`config.mk`:
```
export PLATFORM = sky130hd
export DESIGN_NAME = rr_client_bank_flat
export DESIGN_NICKNAME = d
export VERILOG_FILES = /design/src/rtl/rr_client_bank_if.sv /design/src/rtl/rr_client_bank.sv /design/src/flat_wrapper.sv
export SDC_FILE = /design/constraint.sdc
export NUM_CORES = 1
export LEC_CHECK = 0
export ABC_AREA = 1
export CAP_MARGIN = 25
export CORE_ASPECT_RATIO = 2
export CORE_MARGIN = 2
export CORE_UTILIZATION = 40
export CTS_BUF_LIST = sky130_fd_sc_hd__clkbuf_2
export DETAILED_ROUTE_END_ITERATION = 10
export MAX_ROUTING_LAYER = met4
export PLACE_DENSITY_LB_ADDON = 0.2
export SLEW_MARGIN = 5
export SYNTH_ARGS = -nofsm -noshare
export SYNTH_HDL_FRONTEND = slang
export SYNTH_SLANG_ARGS = --single-unit
```
`constraint.sdc`:
```
create_clock -name clk -period 2.3 [get_ports clk]
set_input_delay 0.345 -clock clk [delete_from_list [all_inputs] [get_ports clk]]
set_output_delay 0.345 -clock clk [all_outputs]
set_load 0.02 [all_outputs]
```
`src/rtl/rr_client_bank_if.sv`:
```
// rtl/rr_client_bank_if.sv - job/request/grant bundle between job sources, client bank and arbiter
interface rr_client_bank_if;
    logic [3:0] job_valid;
    logic [3:0] job_ready;
    logic [3:0] req;
    logic [3:0] gnt;
    logic [3:0] busy;
    logic [3:0] done;
    logic       err;

    modport master (
        output job_valid,
        output gnt,
        input  job_ready,
        input  req,
        input  busy,
        input  done,
        input  err
    );

    modport slave (
        input  job_valid,
        input  gnt,
        output job_ready,
        output req,
        output busy,
        output done,
        output err
    );
endinterface

```
`src/rtl/rr_client_bank.sv`:
```
// rtl/rr_client_bank.sv - four independent job-queuing clients driving a round-robin arbiter
module rr_client_bank #(
    parameter int HOLD  = 2,
    parameter int CNT_W = 3
) (
    input  logic            clk,
    input  logic            rst,
    rr_client_bank_if.slave bus
);

    typedef enum logic [1:0] {
        IDLE = 2'd0,
        REQ  = 2'd1,
        XFER = 2'd2,
        GAP  = 2'd3
    } state_t;

    localparam logic [CNT_W-1:0] PEND_MAX  = '1;
    localparam logic [CNT_W-1:0] PEND_ZERO = '0;
    localparam logic [CNT_W-1:0] PEND_ONE  = CNT_W'(1);
    localparam logic [3:0]       HOLD_INIT = 4'(HOLD - 1);

    state_t           state     [4];
    state_t           state_nxt [4];
    logic [3:0]       hold      [4];
    logic [3:0]       hold_nxt  [4];
    logic [CNT_W-1:0] pend      [4];
    logic [CNT_W-1:0] pend_nxt  [4];

    logic [3:0] ready;
    logic [3:0] accept;
    logic [3:0] complete;
    logic [3:0] req_d;
    logic [3:0] busy_d;
    logic [3:0] done_d;
    logic       err_d;
    logic       multi_hot;
    logic       stray_gnt;

    logic [3:0] req_q;
    logic [3:0] busy_q;
    logic [3:0] done_q;
    logic       err_q;

    // Acceptance is decided purely from the registered pending count so a full client never sees a combinational path from gnt.
    always_comb begin
        ready = '0;
        for (int i = 0; i < 4; i++) begin
            ready[i] = (pend[i] != PEND_MAX);
        end
        accept = bus.job_valid & ready;
    end

    // Next-state logic: per-client FSM, hold countdown and pending-count bookkeeping.
    always_comb begin
        complete = '0;
        for (int i = 0; i < 4; i++) begin
            state_nxt[i] = state[i];
            hold_nxt[i]  = hold[i];
            pend_nxt[i]  = pend[i];
            case (state[i])
                IDLE: begin
                    if ((pend[i] != PEND_ZERO) || accept[i]) begin
                        state_nxt[i] = REQ;
                    end
                end
                REQ: begin
                    if (bus.gnt[i]) begin
                        state_nxt[i] = XFER;
                        hold_nxt[i]  = HOLD_INIT;
                    end
                end
                XFER: begin
                    if (hold[i] == 4'd0) begin
                        complete[i]  = 1'b1;
                        state_nxt[i] = GAP;
                    end else begin
                        hold_nxt[i] = hold[i] - 4'd1;
                    end
                end
                GAP: begin
                    // Request drops for exactly this cycle so the arbiter can rotate.
                    if ((pend[i] != PEND_ZERO) || accept[i]) begin
                        state_nxt[i] = REQ;
                    end else begin
                        state_nxt[i] = IDLE;
                    end
                end
                default: state_nxt[i] = IDLE;
            endcase
            // Simultaneous accept and completion cancel out; the guards keep the counter from wrapping.
            if (accept[i] && !complete[i]) begin
                pend_nxt[i] = pend[i] + PEND_ONE;
            end else if (complete[i] && !accept[i] && (pend[i] != PEND_ZERO)) begin
                pend_nxt[i] = pend[i] - PEND_ONE;
            end
        end
    end

    // Output logic: values the output flops take at the next edge, plus protocol-error detection on the live grant.
    always_comb begin
        req_d     = '0;
        busy_d    = '0;
        stray_gnt = 1'b0;
        for (int i = 0; i < 4; i++) begin
            req_d[i]  = (state_nxt[i] == REQ) || (state_nxt[i] == XFER);
            busy_d[i] = (state_nxt[i] == XFER);
            if (bus.gnt[i] && ((state[i] == IDLE) || (state[i] == GAP))) begin
                stray_gnt = 1'b1;
            end
        end
        done_d    = complete;
        multi_hot = |(bus.gnt & (bus.gnt - 4'd1));
        err_d     = err_q | multi_hot | stray_gnt;
    end

    // State and output registers; reset discards all pending work immediately.
    always_ff @(posedge clk or posedge rst) begin
        if (rst) begin
            for (int i = 0; i < 4; i++) begin
                state[i] <= IDLE;
                hold[i]  <= 4'd0;
                pend[i]  <= PEND_ZERO;
            end
            req_q  <= '0;
            busy_q <= '0;
            done_q <= '0;
            err_q  <= 1'b0;
        end else begin
            for (int i = 0; i < 4; i++) begin
                state[i] <= state_nxt[i];
                hold[i]  <= hold_nxt[i];
                pend[i]  <= pend_nxt[i];
            end
            req_q  <= req_d;
            busy_q <= busy_d;
            done_q <= done_d;
            err_q  <= err_d;
        end
    end

    assign bus.job_ready = ready;
    assign bus.req       = req_q;
    assign bus.busy      = busy_q;
    assign bus.done      = done_q;
    assign bus.err       = err_q;

endmodule

```
`src/flat_wrapper.sv`:
```
// flat-port wrapper written by rule: the top's interface ports become plain ports
module rr_client_bank_flat 
#(
    parameter int HOLD  = 2,
    parameter int CNT_W = 3
)
  (clk, rst, bus_job_valid, bus_gnt, bus_job_ready, bus_req, bus_busy, bus_done, bus_err);
  rr_client_bank_if bus_i ();
  input  logic clk;
  input  logic rst;
  input wire logic [$bits(bus_i.job_valid)-1:0] bus_job_valid;
  input wire logic [$bits(bus_i.gnt)-1:0] bus_gnt;
  output wire logic [$bits(bus_i.job_ready)-1:0] bus_job_ready;
  output wire logic [$bits(bus_i.req)-1:0] bus_req;
  output wire logic [$bits(bus_i.busy)-1:0] bus_busy;
  output wire logic [$bits(bus_i.done)-1:0] bus_done;
  output wire logic [$bits(bus_i.err)-1:0] bus_err;
  assign bus_i.job_valid = bus_job_valid;
  assign bus_i.gnt = bus_gnt;
  assign bus_job_ready = bus_i.job_ready;
  assign bus_req = bus_i.req;
  assign bus_busy = bus_i.busy;
  assign bus_done = bus_i.done;
  assign bus_err = bus_i.err;
  rr_client_bank #(.HOLD(HOLD), .CNT_W(CNT_W)) u_core (.clk(clk), .rst(rst), .bus(bus_i));
endmodule
```
======== Word level (Yosys, flattened, before mapping) ========
Index checks and enable logic that the tools add are counted.
word-level totals
  register bits after elaboration ......... 49
  logic and storage cells ................. 178
cells by class
  $add $sub $neg .......................... 13
  equality and inequality tests ........... 32
  multiplexer cells ....................... 52
  bitwise logic cells ..................... 4
  reductions and logical operators ........ 61
operators by type and width
  operator                                              count
  two-way mux 4 bit                                     8
  one-hot mux 2 bit (4 select lines)                    4
  one-hot mux 4 bit (2 select lines)                    4
  equality test 2 bit (second input constant)           12
  two-way mux 2 bit                                     12
  two-way mux 3 bit                                     8
  subtractor 4 x 1 -> 4 bit (second input constant)     5
  equality test 2 x 1 -> 1 bit (second input constant)  8
  logical AND 1 bit                                     16
  zero test 4 bit                                       4
  two-way mux 1 bit                                     16
  inequality test 2 bit (second input constant)         8
  nonzero test 2 bit                                    8
  adder 3 x 1 -> 3 bit (second input constant)          4
  logical OR 1 bit                                      12
  inequality test 3 bit (second input constant)         4
  AND reduction 3 bit                                   4
  nonzero test 3 bit                                    4
  subtractor 3 x 1 -> 3 bit (second input constant)     4
  bitwise AND 4 bit                                     2
  zero test 1 bit                                       8
  zero test 2 bit                                       4
  OR reduction 4 bit                                    1
  bitwise OR 1 bit                                      2

======== Depth between registers and ports, before layout ========
  depth in word-level cells ............... 8
  mapped depth ............................ 13
  mapped depth without buffers ............ 13

======== Least setup slack after synthesis ========
No wires, ideal clock.
  kind .................................... register -> register
  start point ............................. reg u_core.state[0] (netlist name)
  end point ............................... reg u_core.pend[2] (netlist name)
  arrival time ............................ 1.752 ns
  path slack .............................. 0.435 ns
  stages on the path, launching flop included .. 14
  path buffers ............................ 0
  cells stage by stage .................... dfrtp_1 -> inv_1 -> ha_1 -> nand2_1 -> inv_2 -> nand2_1 -> nand3_1 -> fa_1 -> inv_1 -> nand2_1 -> nand2_1 -> nand2_1 -> nand2_1 -> inv_1
on the way
  word-level cells in the longest chain between the ends .. 5
  elaborated cells on any way between the ends .. 8
ends and longest elaborated chain
  element                                                  line                                        RTL
  from (decl)                                              rr_client_bank.sv:23                        state_t state [4];
  from (signal, indexed assignment)                        rr_client_bank.sv:131                       state[i] <= state_nxt[i];
  equality test 2 bit (*)                                  rr_client_bank.sv:61                        case (state[i])
  two-way mux 1 bit (*)                                    rr_client_bank.sv:61
  zero test 1 bit or logical AND 1 bit (tied branches)     rr_client_bank.sv:92, rr_client_bank.sv:94
  logical AND 1 bit, on equally long branches              rr_client_bank.sv:92, rr_client_bank.sv:94
  two-way mux 3 bit or nonzero test 2 bit (tied branches)  -
  to (signal, indexed assignment)                          rr_client_bank.sv:133                       pend[i] <= pend_nxt[i];
  to (decl)                                                rr_client_bank.sv:27                        logic [CNT_W-1:0] pend [4];
Every way passes the cells marked *; elsewhere a longest branch is shown, timed or not.
A chain may end at the register's enable or synchronous reset.

======== Worst setup path after layout ========
  start point ............................. reg u_core.pend[6] (netlist name)
  end point ............................... out bus_job_ready[1]
on the way
  word-level cells in the longest chain between the ends .. 1
ends and longest elaborated chain
  element                line                  RTL
  inequality test 3 bit  rr_client_bank.sv:49  ready[i] = (pend[i] != PEND_MAX);
  to (decl)              flat_wrapper.sv:13    output wire logic [$bits(bus_i.job_ready)-1:0] bus_job_ready;
Every way passes these cells.

==> qor_table.md <==
| Result | This run | Unit |
| --- | --- | --- |
| H-Tree Depth | 2 | - |
| Kind of critical path | reg -> out | - |
| Launching element type of the critical path | flip-flop | - |
| Net count after synthesis | 388 | - |
| Total congestion overflow | 0 | - |
| Power density cells | 1180 | nW/um^2 |
| Die Span Y | 124 | um |
| Area fraction in and, or, nand and nor cells after synthesis | 24.6 | % |
| Post-route worst setup slack | 231 | ps |
| #FFs+latches synth | 49 | - |
| Final clock period utilization by the worst path | 90.0 | % |
| Max clock buf depth | 2 | - |
| Mapped Cells | 346 | - |
| Quantity of hold-fixing buffers added after cts | 0 | - |
| CORE AREA | 6990 | um^2 |
| First-pass GRT wire length | 9440 | um |
| Count of unique library cells instantiated by Yosys | 30 | - |
| Layout-stage area growth over the synthesis result | 14.8 | % |
| Summed instance area of the synthesized netlist | 2900 | um^2 |
| Global placement routability congestion | 0.837 | - |
| Crit path arrival time | 1720 | ps |
| Synth Area in Compound Gates | 7.38 | % |
| XOR/XNOR share of the synthesized area | 2.37 | % |
| Fraction of final layout cells with drive strength greater than 1 | 7.11 | % |
| Dominant combinational cell family by area after synthesis | simple AND/OR/NAND/NOR gates | - |
| Top achievable clock speed | 0.483 | GHz |
| Crit path from | u_core.pend[6] | - |
| GRT Util Overall | 15.2 | % |
| Resize count post-CTS | 0 | - |
| Result of the run | finished clean | - |
| I/O pins | 27 | - |
| Starting density of the core | 41.4 | % |
| Final-report max-slew violation count | 0 | - |
| Area of the die | 7990 | um^2 |
| Worst-path maximum fanout | 4 | - |
| HPWL after DPL | 4110 | um |
| Length of the first detailed-routing pass in iterations | 4 | - |
| Remaining antenna violation count | 0 | - |
| Final layout net count | 421 | - |
| DRC viols | 0 | - |
| Fraction of registers with async set/reset | 100 | % |
| Clock latency reported for the late side of the worst-skew pair | 460 | ps |
| CTS tree | yes | - |
| Buffer cell driving the clock tree root | sky130_fd_sc_hd__clkbuf_2 | - |
| Number of synthesized flops with an enable pin | 0 | - |
| Top flip-flop cell by instance count after synthesis | sky130_fd_sc_hd__dfrtp_1 | - |
| Cell type of the slowest stage on the worst timing path | sky130_fd_sc_hd__clkdlybuf4s50_1 | - |
| Routed wire per std cell | 11.4 | um |
| Type of the most critical hold path | in -> async | - |
| Clock tree skew after final layout | 32.8 | ps |
| Worst-case setup slack after placement | 265 | ps |
| Portion of netlist area occupied by mux cells | 0 | % |
| CTS sink cnt | 49 | - |
| Initial antenna violation count | 1 | - |
| Global-route layer with the greatest usage | met2 | - |
| Number of violations reported at the end of detailed-routing iteration 0 | 60 | - |
| Floorplan row count | 43 | - |
| List of cells traversed by the critical path | nand3_2, clkdlybuf4s50_1 | - |
| Met2 demand-to-capacity share in global routing | 26.2 | % |
| Vias per std cell | 4.86 | - |
| Final number of hold-violating endpoints | 0 | - |
| Met1 track demand over resource | 16.2 | % |
| Share of the yosys chip area belonging to registers | 42.3 | % |
| Slew at the pin with the worst max-slew slack | 319 | ps |
| PortBufs | 26 | - |
| Worst slew margin | 78.5 | % |
| Setup violators final | 0 | - |
| Shortest clock period the worst path allows after layout | 2070 | ps |
| Clock transition at path regs | 270 | ps |
| Highest ir drop seen on vdd | 0.494 | mV |
| Post-CTS Setup Bufs | 0 | - |
| Sum of buffers and inverters on the critical path | 1 | - |
| Detailed Route WL | 5390 | um |
| Avg Cell Area, Syn | 8.38 | um^2 |
| Number of max-capacitance violations reported | 0 | - |
| Aggregate negative setup slack | 0 | ps |
| Setup repair after global routing missed its margin | no | - |
| Adder-cell share of the synthesized area | 14.8 | % |
| Number of global-route vias before repair | 2232 | - |
| Worst Setup End Kind | primary output | - |
| Chip width | 64.2 | um |
| Leakage power figure | 1.70 | nW |
| Required time of the worst setup path | 1960 | ps |
| Grt met3 use | 3.43 | % |
| Largest net degree at the start of global routing | 50 | - |
| Startpoint of the most critical register-to-register path | u_core.state[0] | - |
| Via count | 2288 | - |
| Longest individual stage delay on the worst path | 600 | ps |
| Yosys warning count | 0 | - |
| Number of buffers created by CTS | 5 | - |
| Dominant delay contributor by cell family on the critical path | buffers and inverters | - |
[cell usage after synthesis (all sizes together) (2+ instances only)]
| cell type | number | area, um^2 |
|---|---|---|
| o21ai | 22 | 110 |
| nand3 | 31 | 170 |
| xor2 | 5 | 51.3 |
| dfrtp | 49 | 1230 |
| inv | 63 | 236 |
| a21oi | 4 | 20.0 |
| nand3b | 4 | 30.0 |
| ha | 28 | 350 |
| nand4 | 10 | 62.6 |
| nor3 | 2 | 21.3 |
| xnor2 | 2 | 17.5 |
| fa | 4 | 80.1 |
| nor2 | 17 | 71.3 |
| nand2 | 87 | 334 |
| or2 | 4 | 25.0 |
| o31ai | 2 | 15.0 |
| o22ai | 7 | 43.8 |
[stage by stage]
stage | power [mW] | hold slack [ps] | area (um^2) | cells | util [%]
6_report | 3.94 | 184 | 3330 | 471 | 47.6
5_1_grt | 4.40 | 155 | 3330 | 471 | 47.6
4_1_cts | 4.01 | 167 | 3320 | 470 | 47.5
3_5_place_dp | 3.64 | 470 | 3290 | 462 | 47.0
3_3_place_gp | 3.59 | 457 | 3290 | 462 | 47.0
2_1_floorplan | 3.02 | 443 | 2900 | 346 | -
[flip-flops by register name, summed over array words and instances (netlist names)]
name,count
u_core.bus.req,4
u_core.bus.busy,4
u_core.state,8
u_core.bus.err,1
u_core.bus.done,4
u_core.hold,16
u_core.pend,12
[final cells by class]
| type | instances | area, um^2 |
|---|---|---|
| diodes | 1 | 2.50 |
| clock buffers | 5 | 25.0 |
| clock inverters | 3 | 12.5 |
| fillers | 716 | 3670 |
| inverters | 64 | 240 |
| multi-input cells | 232 | 1430 |
| flip-flops and latches | 49 | 1230 |
| well taps | 90 | 113 |
| repair buffers | 27 | 280 |
[logic make-up after synthesis]
| logic type | after synthesis |
|---|---|
| flops | 49 |
| xor+xnor | 7 |
| compound gates | 38 |
| simple gates | 155 |
| buf+inv | 65 |
| fa+ha+maj | 32 |
[routing by layer]
layer | share of wire (%) | wire length (um) | vias to the layer above
met1 | 39 | 2100 | 1092
met5 | 0 | 0 | -
met3 | 3.4 | 183 | 7
li1 | - | - | 1163
met2 | 56 | 3000 | 26
met4 | 2.0 | 106 | 0
[final timing paths]
kind,endpoint,slack (ps),cells after the start
max,bus_job_ready[1],230,2
min,u_core.hold[6],180,3
max reg2reg,u_core.pend[2],250,13
min reg2reg,u_core.hold[12],500,1
max in group asynchronous,u_core.pend[10],1850,3
min in group clk,u_core.hold[12],500,1
[power by group]
part | leakage, nW | internal (mW) | switching (mW)
Clock | 0.0278 | 0.0665 | 0.288
Combinational | 1.05 | 0.861 | 1.25
Sequential | 0.613 | 1.19 | 0.281
[cells in the final DEF, fill, tap and decap left out, drive strengths merged, types with 4 or more instances in the layout]
cell type	netlist	routed
fa	4	4
nand3	31	31
clkdlybuf4s50	0	26
inv	63	63
clkbuf	0	5
nand2	87	87
o21ai	22	22
xor2	5	5
nand4	10	10
nand3b	4	4
a21oi	4	4
ha	28	28
nor2	17	17
o22ai	7	7
or2	4	4
dfrtp	49	49
clkinv	1	4
[tightest hold or removal path, cell delays in order]
cell	delay, ps
sky130_fd_sc_hd__clkdlybuf4s50_1	410
sky130_fd_sc_hd__inv_2	70
sky130_fd_sc_hd__buf_12	250
(Power assumes the default switching activity.)
